**src/rtl/logic_unit_pipe_if.sv**
```systemverilog
// Operand/result bus for logic_unit_pipe. The slave modport is the pipeline side
// and the master modport is the operand source plus the result sink.
interface logic_unit_pipe_if #(
  parameter int WIDTH = 8
);
  // Valid/ready: a transfer happens on a rising edge where valid && ready are both high.
  // The producer holds valid and its payload until the transfer. The consumer may
  // change ready at any time. Neither side waits for the other before raising its signal.
  logic             in_valid;
  logic             in_ready;
  logic [WIDTH-1:0] a;
  logic [WIDTH-1:0] b;
  logic [2:0]       op;
  logic             acc_sel;
  logic             acc_clr;
  logic             out_valid;
  logic             out_ready;
  logic [WIDTH-1:0] result;
  logic             zero;

  modport slave (
    input  in_valid, a, b, op, acc_sel, acc_clr, out_ready,
    output in_ready, out_valid, result, zero
  );

  modport master (
    output in_valid, a, b, op, acc_sel, acc_clr, out_ready,
    input  in_ready, out_valid, result, zero
  );
endinterface

```
**src/rtl/logic_unit_pipe.sv**
```systemverilog
// Two-stage pipelined bitwise logic unit with valid/ready on both sides.
// Defining LOGIC_UNIT_ACC_EN adds an accumulator that can stand in for operand B.
module logic_unit_pipe #(
  parameter int WIDTH = 8
) (
  input  logic                clk,
  input  logic                rst,
  logic_unit_pipe_if.slave    bus
);

  localparam logic [2:0] OP_AND  = 3'b000;
  localparam logic [2:0] OP_OR   = 3'b001;
  localparam logic [2:0] OP_NOTA = 3'b010;
  localparam logic [2:0] OP_NAND = 3'b011;
  localparam logic [2:0] OP_NOR  = 3'b100;
  localparam logic [2:0] OP_XOR  = 3'b101;
  localparam logic [2:0] OP_XNOR = 3'b110;

  logic             s1_v;
  logic [WIDTH-1:0] s1_a;
  logic [WIDTH-1:0] s1_b;
  logic [2:0]       s1_op;
  logic             s1_acc_sel;

  logic             s2_v;
  logic [WIDTH-1:0] s2_result;
  logic             s2_zero;

  logic             accept;
  logic             s2_load;
  logic             drain;
  logic [WIDTH-1:0] b_eff;
  logic [WIDTH-1:0] calc;

  function automatic logic [WIDTH-1:0] logic_op(input logic [2:0] sel,
                                                input logic [WIDTH-1:0] x,
                                                input logic [WIDTH-1:0] y);
    logic [WIDTH-1:0] r;
    case (sel)
      OP_AND:  r = x & y;
      OP_OR:   r = x | y;
      OP_NOTA: r = ~x;
      OP_NAND: r = ~(x & y);
      OP_NOR:  r = ~(x | y);
      OP_XOR:  r = x ^ y;
      OP_XNOR: r = ~(x ^ y);
      default: r = x;
    endcase
    return r;
  endfunction

  // S1 may advance when S2 is empty or draining; only this path is combinational from out_ready.
  assign s2_load      = s1_v && (!s2_v || bus.out_ready);
  assign bus.in_ready = !s1_v || !s2_v || bus.out_ready;
  assign accept       = bus.in_valid && bus.in_ready;
  assign drain        = s2_v && bus.out_ready;
  assign calc         = logic_op(s1_op, s1_a, b_eff);

  assign bus.out_valid = s2_v;
  assign bus.result    = s2_result;
  assign bus.zero      = s2_zero;

`ifdef LOGIC_UNIT_ACC_EN
  logic [WIDTH-1:0] acc;

  assign b_eff = s1_acc_sel ? acc : s1_b;

  // Clear wins over an update, but a result computed this cycle still saw the old value.
  always_ff @(posedge clk or posedge rst) begin
    if (rst) begin
      acc <= '0;
    end else if (bus.acc_clr) begin
      acc <= '0;
    end else if (s2_load) begin
      acc <= calc;
    end
  end
`else
  logic unused_acc;

  assign b_eff      = s1_b;
  assign unused_acc = ^{s1_acc_sel, bus.acc_clr};
`endif

  always_ff @(posedge clk or posedge rst) begin
    if (rst) begin
      s1_v       <= 1'b0;
      s1_a       <= '0;
      s1_b       <= '0;
      s1_op      <= 3'b000;
      s1_acc_sel <= 1'b0;
    end else begin
      if (accept) begin
        s1_v       <= 1'b1;
        s1_a       <= bus.a;
        s1_b       <= bus.b;
        s1_op      <= bus.op;
        s1_acc_sel <= bus.acc_sel;
      end else if (s2_load) begin
        s1_v <= 1'b0;
      end
    end
  end

  always_ff @(posedge clk or posedge rst) begin
    if (rst) begin
      s2_v      <= 1'b0;
      s2_result <= '0;
      s2_zero   <= 1'b1;
    end else begin
      if (s2_load) begin
        s2_v      <= 1'b1;
        s2_result <= calc;
        s2_zero   <= (calc == '0);
      end else if (drain) begin
        s2_v <= 1'b0;
      end
    end
  end

endmodule

```
**src/flat_wrapper.sv**
```systemverilog
// flat-port wrapper written by rule: the top's interface ports become plain ports
module logic_unit_pipe_flat 
#(
  parameter int WIDTH = 8
)
  (clk, rst, bus_in_valid, bus_a, bus_b, bus_op, bus_acc_sel, bus_acc_clr, bus_out_ready, bus_in_ready, bus_out_valid, bus_result, bus_zero);
  logic_unit_pipe_if #(.WIDTH(WIDTH)) bus_i ();
  input  logic clk;
  input  logic rst;
  input wire logic [$bits(bus_i.in_valid)-1:0] bus_in_valid;
  input wire logic [$bits(bus_i.a)-1:0] bus_a;
  input wire logic [$bits(bus_i.b)-1:0] bus_b;
  input wire logic [$bits(bus_i.op)-1:0] bus_op;
  input wire logic [$bits(bus_i.acc_sel)-1:0] bus_acc_sel;
  input wire logic [$bits(bus_i.acc_clr)-1:0] bus_acc_clr;
  input wire logic [$bits(bus_i.out_ready)-1:0] bus_out_ready;
  output wire logic [$bits(bus_i.in_ready)-1:0] bus_in_ready;
  output wire logic [$bits(bus_i.out_valid)-1:0] bus_out_valid;
  output wire logic [$bits(bus_i.result)-1:0] bus_result;
  output wire logic [$bits(bus_i.zero)-1:0] bus_zero;
  assign bus_i.in_valid = bus_in_valid;
  assign bus_i.a = bus_a;
  assign bus_i.b = bus_b;
  assign bus_i.op = bus_op;
  assign bus_i.acc_sel = bus_acc_sel;
  assign bus_i.acc_clr = bus_acc_clr;
  assign bus_i.out_ready = bus_out_ready;
  assign bus_in_ready = bus_i.in_ready;
  assign bus_out_valid = bus_i.out_valid;
  assign bus_result = bus_i.result;
  assign bus_zero = bus_i.zero;
  logic_unit_pipe #(.WIDTH(WIDTH)) u_core (.clk(clk), .rst(rst), .bus(bus_i));
endmodule
```
**config.mk**
```make
export PLATFORM = sky130hd
export DESIGN_NAME = logic_unit_pipe_flat
export DESIGN_NICKNAME = d
export VERILOG_FILES = /design/src/rtl/logic_unit_pipe_if.sv /design/src/rtl/logic_unit_pipe.sv /design/src/flat_wrapper.sv
export SDC_FILE = /design/constraint.sdc
export NUM_CORES = 1
export LEC_CHECK = 0
export BUFFER_PORTS_ARGS = -buffer_cell sky130_fd_sc_hd__buf_2
export CORE_MARGIN = 1.5
export CORE_UTILIZATION = 60
export DETAILED_ROUTE_END_ITERATION = 7
export GPL_TIMING_DRIVEN = 0
export PLACE_DENSITY_LB_ADDON = 0.25
export SLEW_MARGIN = 30
export SYNTH_ARGS = -nofsm -noshare
export SYNTH_HDL_FRONTEND = slang
export SYNTH_SLANG_ARGS = --single-unit
```
**constraint.sdc**
```tcl
create_clock -name clk -period 5.11 [get_ports clk]
set_clock_uncertainty 0.15 [all_clocks]
set_input_delay 0 -clock clk [delete_from_list [all_inputs] [get_ports clk]]
set_output_delay 0 -clock clk [all_outputs]
set_load 0.02 [all_outputs]
```
## Word level (Yosys, flattened, before mapping)

Cells that the tools add are included.

| storage, ports and cells | value |
|---|---|
| register bits after elaboration | 30 |
| logic and storage cells | 37 |
| bits of input ports | 25 |
| output and inout port bits | 11 |

| cells by class | value |
|---|---|
| reduce and logical (&&, ||, !) cells | 12 |
| eq/ne operators | 6 |
| bitwise operators | 7 |
| muxes and demuxes | 5 |

Operator list:

| operator | number |
|---|---|
| case mux 8 bit (7 select lines) | 1 |
| inverter 8 bit | 4 |
| == test 3 bit (second input constant) | 3 |
| bitwise AND 8 bit | 1 |
| logical NOT 8 bit | 1 |
| bitwise OR 8 bit | 1 |
| XOR 8 bit | 1 |
| == test 3 x 2 -> 1 bit (second input constant) | 2 |
| 2-to-1 mux 1 bit | 4 |
| nonzero test 2 bit | 2 |
| == test 3 x 1 -> 1 bit (second input constant) | 1 |
| logical AND 1 bit | 3 |
| logical NOT 3 bit | 1 |
| logical OR 1 bit | 3 |
| logical NOT 1 bit | 2 |

## Logic depth before layout (Yosys ltp)

Gate-level depths: netlist of run 1.

| depth | value |
|---|---|
| depth in word-level cells | 5 |
| mapped depth | 9 |
| gate-level depth less buffers | 8 |

## Least setup slack after synthesis of run 1

No wires, ideal clock.

| timing path | value |
|---|---|
| path kind | register to register |
| from | reg u_core.s1_a[1] |
| to | reg u_core.s2_zero, in the netlist u_core.bus.zero |
| clock period less this slack | 2.250 ns |
| slack | 2.860 ns |
| library setup time | 0.086 ns |
| arrival time | 2.014 ns |
| stages on the path, launching flop included | 8 |
| path buffers | 0 |
| data required time | 4.874 ns |
| cell sequence | dfrtp_1 > inv_1 > ha_1 > nor2_1 > a21oi_1 > mux4_2 > or4b_1 > o31ai_2 |

| between the ends | value |
|---|---|
| word-level cells in the longest chain between the ends | 4 |
| elaborated cells on any way between the ends | 9 |
| those cells by class | 1 x mux; 7 x bitwise; 1 x reduce/logical |

RTL lines:

| item | line | text |
|---|---|---|
| start: declaration | logic_unit_pipe.sv:20 | `logic [WIDTH-1:0] s1_a;` |
| start signal: assignment | logic_unit_pipe.sv:95 | `s1_a <= bus.a;` |
| XOR 8 bit (tied with other cells) | logic_unit_pipe.sv:45, logic_unit_pipe.sv:46 |  |
| inverter 8 bit, on equally long branches | logic_unit_pipe.sv:46, logic_unit_pipe.sv:43, logic_unit_pipe.sv:44 |  |
| case mux 8 bit (7 select lines) (*) | logic_unit_pipe.sv:39 | `case (sel)` |
| logical NOT 8 bit (*) | logic_unit_pipe.sv:114 | `s2_zero <= (calc == '0);` |
| end signal: assignment | logic_unit_pipe.sv:114 |  |
| end: declaration | logic_unit_pipe.sv:27 | `logic s2_zero;` |

Mark *: on every way between the ends. The rest lies on a longest branch, timed or not.
A chain may end at the register's enable or synchronous reset.

## Worst setup path in the final report of run 1

Same ends and word-level chain as after synthesis.

==> impl_metrics.tcl, run 1 <==
set metrics [dict create \
    status "finished, final reports clean" \
    finalWorstPathRequiredPeriod_ps 2430 \
    min-delay-path-class "primary input to async pin" \
    yosys.area_share.adder_pct 10.0 \
    post-cts-setup-buffers 0 \
    drt_wl_total_um 4380 \
    drive_gt1_share_pct 31.1 \
    dr.first_iter.drc_count 58 \
    synth_xor_area_share_pct 0 \
    report.final.setup_viol 0 \
    floorplan.die.height_um 60.6 \
    layout-area-overhead-vs-synth_pct 24.9 \
    finish.utilization_pct 80.2 \
    cts-resized-gates 0 \
    nets 298 \
    r2r_cells 7 \
    fin_crit_sh_pct 47.5 \
    worst_setup_path_start_kind "flop" \
    ys_warns 0 \
    layout.filler_cells 220 \
    rsz_0062_raised_after_global_routing "no" \
    seq_area_um2 752 \
    synth_top_family_by_area "multiplexers" \
    drc 0 \
    cts-root-buf "clkbuf_4" \
    synth.cell_area_um2 1990 \
    maxCapViolations 0 \
    clock.fmax_ghz 0.412 \
    final-max-slew-violation-count 0 \
    cts.reportedPaths.clkPinSlew_ps 90 \
    postSynthRegisterBits 30 \
    grt_overflow_total 0 \
    worst_slew_pin_slew_ps 620 \
    critPathKind "flop to flop" \
    grt_first_pass_wirelength_um 7100 \
    antenna-diode-count 0 \
    ys_types 37 \
    timing.critical_path.to_type "flop" \
    mappedNetlistNets 235 \
    critical_path.max_stage_delay_ps 550 \
    cts_tree "built" \
    core_area_um2 3100 \
    ir_worst_vdd_uv 228 \
    finalHoldViolCount 0 \
    die_area_um2 3680 \
    io_buffers 33 \
    place_hpwl_um 3070 \
    final_cell_mix "buf_2, dfrtp_1, mux2_2" \
    max-slew-margin-rel_pct 58.6 \
    maximum_net_fanout_on_the_critical_path 4 \
    synthesis.area_per_instance_um2 10.3 \
    cts.sink_count 30 \
    number_of_buffers_on_the_longest_clock_path 2 \
    pin_count 36 \
    worstReg2RegEnd "u_core.bus.zero" \
    synth.mux.area_fraction_pct 22.6 \
    multi_input_comb_area_um2 1090 \
    critical_path.cell_chain "inv_1, ha_1, nor2_1, a21oi_1, mux4_2, or4b_1, o31ai_2" \
    postSynth.asyncResetShare_pct 100 \
    drtAntennaViolNets 0 \
    regToRegSetupSlack_ps 2680 \
    crit_arrival_ps 2530 \
    first_global_vias 1661 \
    vias 1676 \
    route.detailed.vias_per_inst 5.57 \
    static-leakage-power_nw 1.21 \
    grt_usage_pct 26.5 \
    antenna_found_initial 0 \
    synth.yosys.seq_area_share_pct 37.7 \
    critPathRequiredTime_ps 5210 \
    power_w 0.000811 \
    layout_commonest_cell "buf_2" \
    synth_top_flop_cell "dfrtp_1" \
    ctsHtreeMaxLevel 2 \
    initial_core_util_pct 64.2 \
    timing.rr.start "u_core.s1_a[1]" \
    number_of_flops_mapped_to_enable_cells_by_yosys 0 \
    yosys.area_share.simple_pct 10.9 \
    clock_insertion_delay_worst_skew_ps 340 \
    grt_start_max_net_pins 31 \
    drt_pass_1_iters 4 \
    routedWlPerCell_um 14.5 \
    post_synth_inst_count 194 \
    critPathSlowestCell "or4b_1" \
    synth_compound_gate_area_share_pct 11.0 \
    powerDensity_nw_per_um2 326 \
    routabilityCongestion 0.822 \
    core.rowCount 20 \
    final.setup.tns_ps 0 \
    die_width_um 60.6 \
    number_of_buffers_created_by_cts 5 \
]
## layer usage
layer,vias to the layer above,GRT usage [%],wire (µm)
met5,-,0,0
met4,0,8.70,73
met3,10,6.61,292
met2,64,49.3,2330
met1,808,29.3,1680
li1,794,-,-
## logic make-up after synthesis
kind of cell    after synthesis
compound gates               33
buf+inv                      32
mux                          38
flops                        30
simple gates                 45
fa+ha+maj                    16
## synth_stat cells (3+ instances only)
master | count | area (µm²)
a211oi_1 | 3 | 22.5
a21o_1 | 3 | 22.5
a21oi_1 | 10 | 50.1
buf_2 | 5 | 25.0
clkbuf_1 | 3 | 11.3
dfrtp_1 | 29 | 726
ha_1 | 16 | 200
inv_1 | 21 | 78.8
mux2_2 | 26 | 293
mux2i_1 | 9 | 90.1
mux4_2 | 3 | 67.6
nand2_1 | 13 | 48.8
nand2b_1 | 4 | 25.0
nor2_1 | 14 | 52.6
nor2b_1 | 6 | 37.5
o211ai_1 | 3 | 22.5
o21ai_0 | 6 | 30.0
## area by class of cell
class                      instances  area share (%)
clock buffer                       7            1.81
tap                               44            2.21
timing repair buffer              56            15.9
inverter                          21            3.17
multi-input combinational        132            43.7
sequential                        30            30.2
buffer                            11            3.02
## registers in the layout, summed over array words and instances (netlist names)
| signal | cells |
|---|---|
| u_core.b_eff | 8 |
| u_core.bus.result | 8 |
| u_core.s1_a | 8 |
| u_core.s1_op | 3 |
| u_core.bus.out_valid | 1 |
| u_core.bus.zero | 1 |
| u_core.s1_v | 1 |
## timing repair
| item | CTS | global route |
|---|---|---|
| setup endpoints to repair | 0 | 0 |
| hold buffers | 23 | 0 |
| endpoints found under the hold margin | 52 | 0 |
## report_power, final
part	total (W)	switching [W]	internal, W
sequential	0.000320	0.0000333	0.000287
clock	0.000131	0.0000788	0.0000517
combinational	0.000360	0.000190	0.000170
## worst max-delay path by stage
stage	startpoint	endpoint	slack (ps)	cells after the start
3_3_place_gp	u_core.s1_a[1]	u_core.bus.zero	2790	7
2_1_floorplan	u_core.s1_a[1]	u_core.bus.zero	2860	7
4_1_cts	u_core.s1_a[1]	u_core.bus.zero	2670	7
6_report	u_core.s1_a[1]	u_core.bus.zero	2680	7
5_1_grt	u_core.s1_a[2]	u_core.bus.zero	2560	7
3_5_place_dp	u_core.s1_a[1]	u_core.bus.zero	2700	7
## through the flow
stage / area (µm²) / worst slack [ps] / std cells / hold slack [ps]
finish: 2490 / 2680 / 301 / 129
global route: 2490 / 2560 / 301 / 198
CTS: 2490 / 2670 / 301 / 156
detailed placement: 2210 / 2700 / 271 / -25.8
global placement: 2210 / 2790 / 271 / 58.9
floorplan: 1990 / 2860 / 194 / -59.9
## worst max-delay path: cells and delay by family (launching register included)
family	cells	cell delay, ps
AO/OA/AOI/OAI	2	270
adder cells (fa/ha/maj)	1	310
buffers and inverters	1	70
flip-flops	1	410
multiplexers	1	480
AND/OR/NAND/NOR	2	650
No activity file was read; power rests on OpenSTA's default activity.
==> inputs of run 2 (changes only) <==
CORE_UTILIZATION = 50   (was 60)
clock period = 2.2 ns   (was 5.11 ns; I/O delays follow)
==> run 2 against run 1 <==
- the run now ends with negative setup slack left
- flip-flop and latch count did not move
- wire length is 13% lower
- count of clock-buffer cells in the layout stayed put
- first-iteration DRC count decreased by 5.2%
- critical endpoint unchanged
==> impl_metrics.tcl, run 2 (synthesized netlist as in run 1, its figures left out) <==
set metrics [dict create \
    drt_wl_total_um 3830 \
    critical_path.cell_chain "inv_2, ha_4, nor2_2, a21oi_1, mux4_2, or4b_4, o31ai_2" \
    antenna_found_initial 0 \
    grt_usage_pct 19.7 \
    post-place-ws_ps -105 \
    floorplan.die.height_um 66.1 \
    layout-area-overhead-vs-synth_pct 30.9 \
    power_w 0.00205 \
    r2r_cells 7 \
    maxCapViolations 0 \
    clockPowerShare_pct 22.1 \
    number_of_buffers_created_by_cts 5 \
    worst_slew_pin_slew_ps 609 \
    status "finished, violations left" \
    static-leakage-power_nw 1.26 \
    critical_path.max_stage_delay_ps 530 \
    max-slew-margin-rel_pct 59.3 \
    power_frac_seq_pct 36.3 \
    grt_first_pass_wirelength_um 6510 \
    pin_count 36 \
    grt_start_max_net_pins 31 \
    route.detailed.vias_per_inst 5.10 \
    rsz_0062_raised_after_global_routing "yes" \
    cts.reportedPaths.clkPinSlew_ps 70 \
    powerDensity_nw_per_um2 787 \
    clock_insertion_delay_worst_skew_ps 290 \
    dr.first_iter.drc_count 55 \
    worstReg2RegEnd "u_core.bus.zero" \
    ir_worst_vdd_uv 446 \
    crit_arrival_ps 2300 \
    first_global_vias 1464 \
    drive_gt1_share_pct 36.3 \
    cts_tree "built" \
    finalHoldViolCount 0 \
    routedWlPerCell_um 12.4 \
    worst_path_dominant_cell_family "simple AND/OR/NAND/NOR gates" \
    layout.filler_cells 299 \
    number_of_buffers_on_the_longest_clock_path 2 \
    vias 1581 \
    min-delay-path-class "primary input to async pin" \
    nets 302 \
    io_buffers 33 \
    report.final.setup_viol 1 \
    sw_frac_of_total_pct 34.8 \
    critPathSlowestCell "or4b_4" \
    ctsHtreeMaxLevel 2 \
    share_comb_of_total_power_pct 41.5 \
    cts-root-buf "clkbuf_8" \
    internal_dissipation_w 0.00134 \
    cts.sink_count 30 \
    timing.rr.start "u_core.s1_a[1]" \
    drc 0 \
    worst_setup_path_start_kind "flop" \
    die_area_um2 4370 \
    maximum_net_fanout_on_the_critical_path 4 \
    fin_crit_sh_pct 102 \
    routabilityCongestion 0.830 \
    initial_core_util_pct 53.2 \
    p_switching_w 0.000714 \
    grt_overflow_total 0 \
    failed_checks "negative setup slack" \
    critPathRequiredTime_ps 2250 \
    critical_path_buf_inv_count 1 \
    antenna-diode-count 0 \
    die_width_um 66.1 \
    drtAntennaViolNets 0 \
    clock.fmax_ghz 0.446 \
    worst_slack_ps -41.9 \
    final-max-slew-violation-count 0 \
    regToRegSetupSlack_ps -40 \
    critPathKind "flop to flop" \
    layout_commonest_cell "buf_2" \
    drt_pass_1_iters 4 \
    finalWorstPathRequiredPeriod_ps 2240 \
    core.rowCount 22 \
    timing.critical_path.to_type "flop" \
    cell_depth_of_the_worst_setup_path 7 \
    final_cell_mix "buf_2, dfrtp_1, mux2_2" \
    core_area_um2 3740 \
    place_hpwl_um 2720 \
]
## run 2: power groups by stage
stage / registers [W] / logic [W] / clock network, W
global placement: 0.000750 / 0.000772 / 0
detailed placement: 0.000758 / 0.000784 / 0
CTS: 0.000747 / 0.000833 / 0.000465
floorplan: 0.000823 / 0.000519 / 0
finish: 0.000746 / 0.000853 / 0.000454
global route: 0.000761 / 0.000950 / 0.000488
## run 2: layer usage
layer	vias to the layer above	global-route usage, %	part of all wire (%)
li1	804	-	-
met1	731	26.5	48
met2	40	30.9	46
met3	6	4.60	4.6
met4	0	6.89	1.7
met5	-	0	0
## run 2: final cells by class
type,instances,area (µm²),share of cell area [%]
Clock inverter,1,5.00,0.192
Inverter,21,78.8,3.02
Clock buffer,7,86.3,3.31
Sequential cell,30,752,28.8
Timing Repair Buffer,60,425,16.3
Tap cell,48,60.1,2.30
Buffer,11,76.3,2.93
Multi-Input combinational cell,132,1120,43.1
## run 2: per-stage QoR
step,instances,utilization (%),hold WS [ps],TNS [ps],cell area (µm²)
final,310,69.7,179,-41.9,2610
after global routing,310,69.7,265,-131,2610
after CTS,308,68.9,206,-43.7,2580
after detailed placement,275,59.6,-34.9,-105,2230
after global placement,275,59.6,60.9,-70.7,2230
after floorplan,194,-,-59.9,0,2010
## run 2: worst max-delay path by stage
| stage | from | to | slack (ps) |
|---|---|---|---|
| 3_3_place_gp | u_core.s1_a[1] | u_core.bus.zero | -70 |
| 5_1_grt | u_core.s1_a[1] | u_core.bus.zero | -130 |
| 4_1_cts | u_core.s1_a[1] | u_core.bus.zero | -40 |
| 2_1_floorplan | u_core.b_eff[1] | u_core.bus.zero | 8 |
| 6_report | u_core.s1_a[1] | u_core.bus.zero | -40 |
| 3_5_place_dp | u_core.s1_a[2] | u_core.bus.zero | -110 |
## run 2: timing repair
| action | CTS | global route |
|---|---|---|
| resized for setup | 4 | 5 |
| hold buffers | 23 | 0 |
| buffers inserted | 2 | 2 |
| pin swaps | 1 | 0 |
| endpoints found under the hold margin | 51 | 0 |
| setup endpoints to repair | 1 | 12 |
## run 2: tightest hold or removal path: cells and delay by family
kind | cells | cell delay, ps
buffers and inverters | 3 | 1090
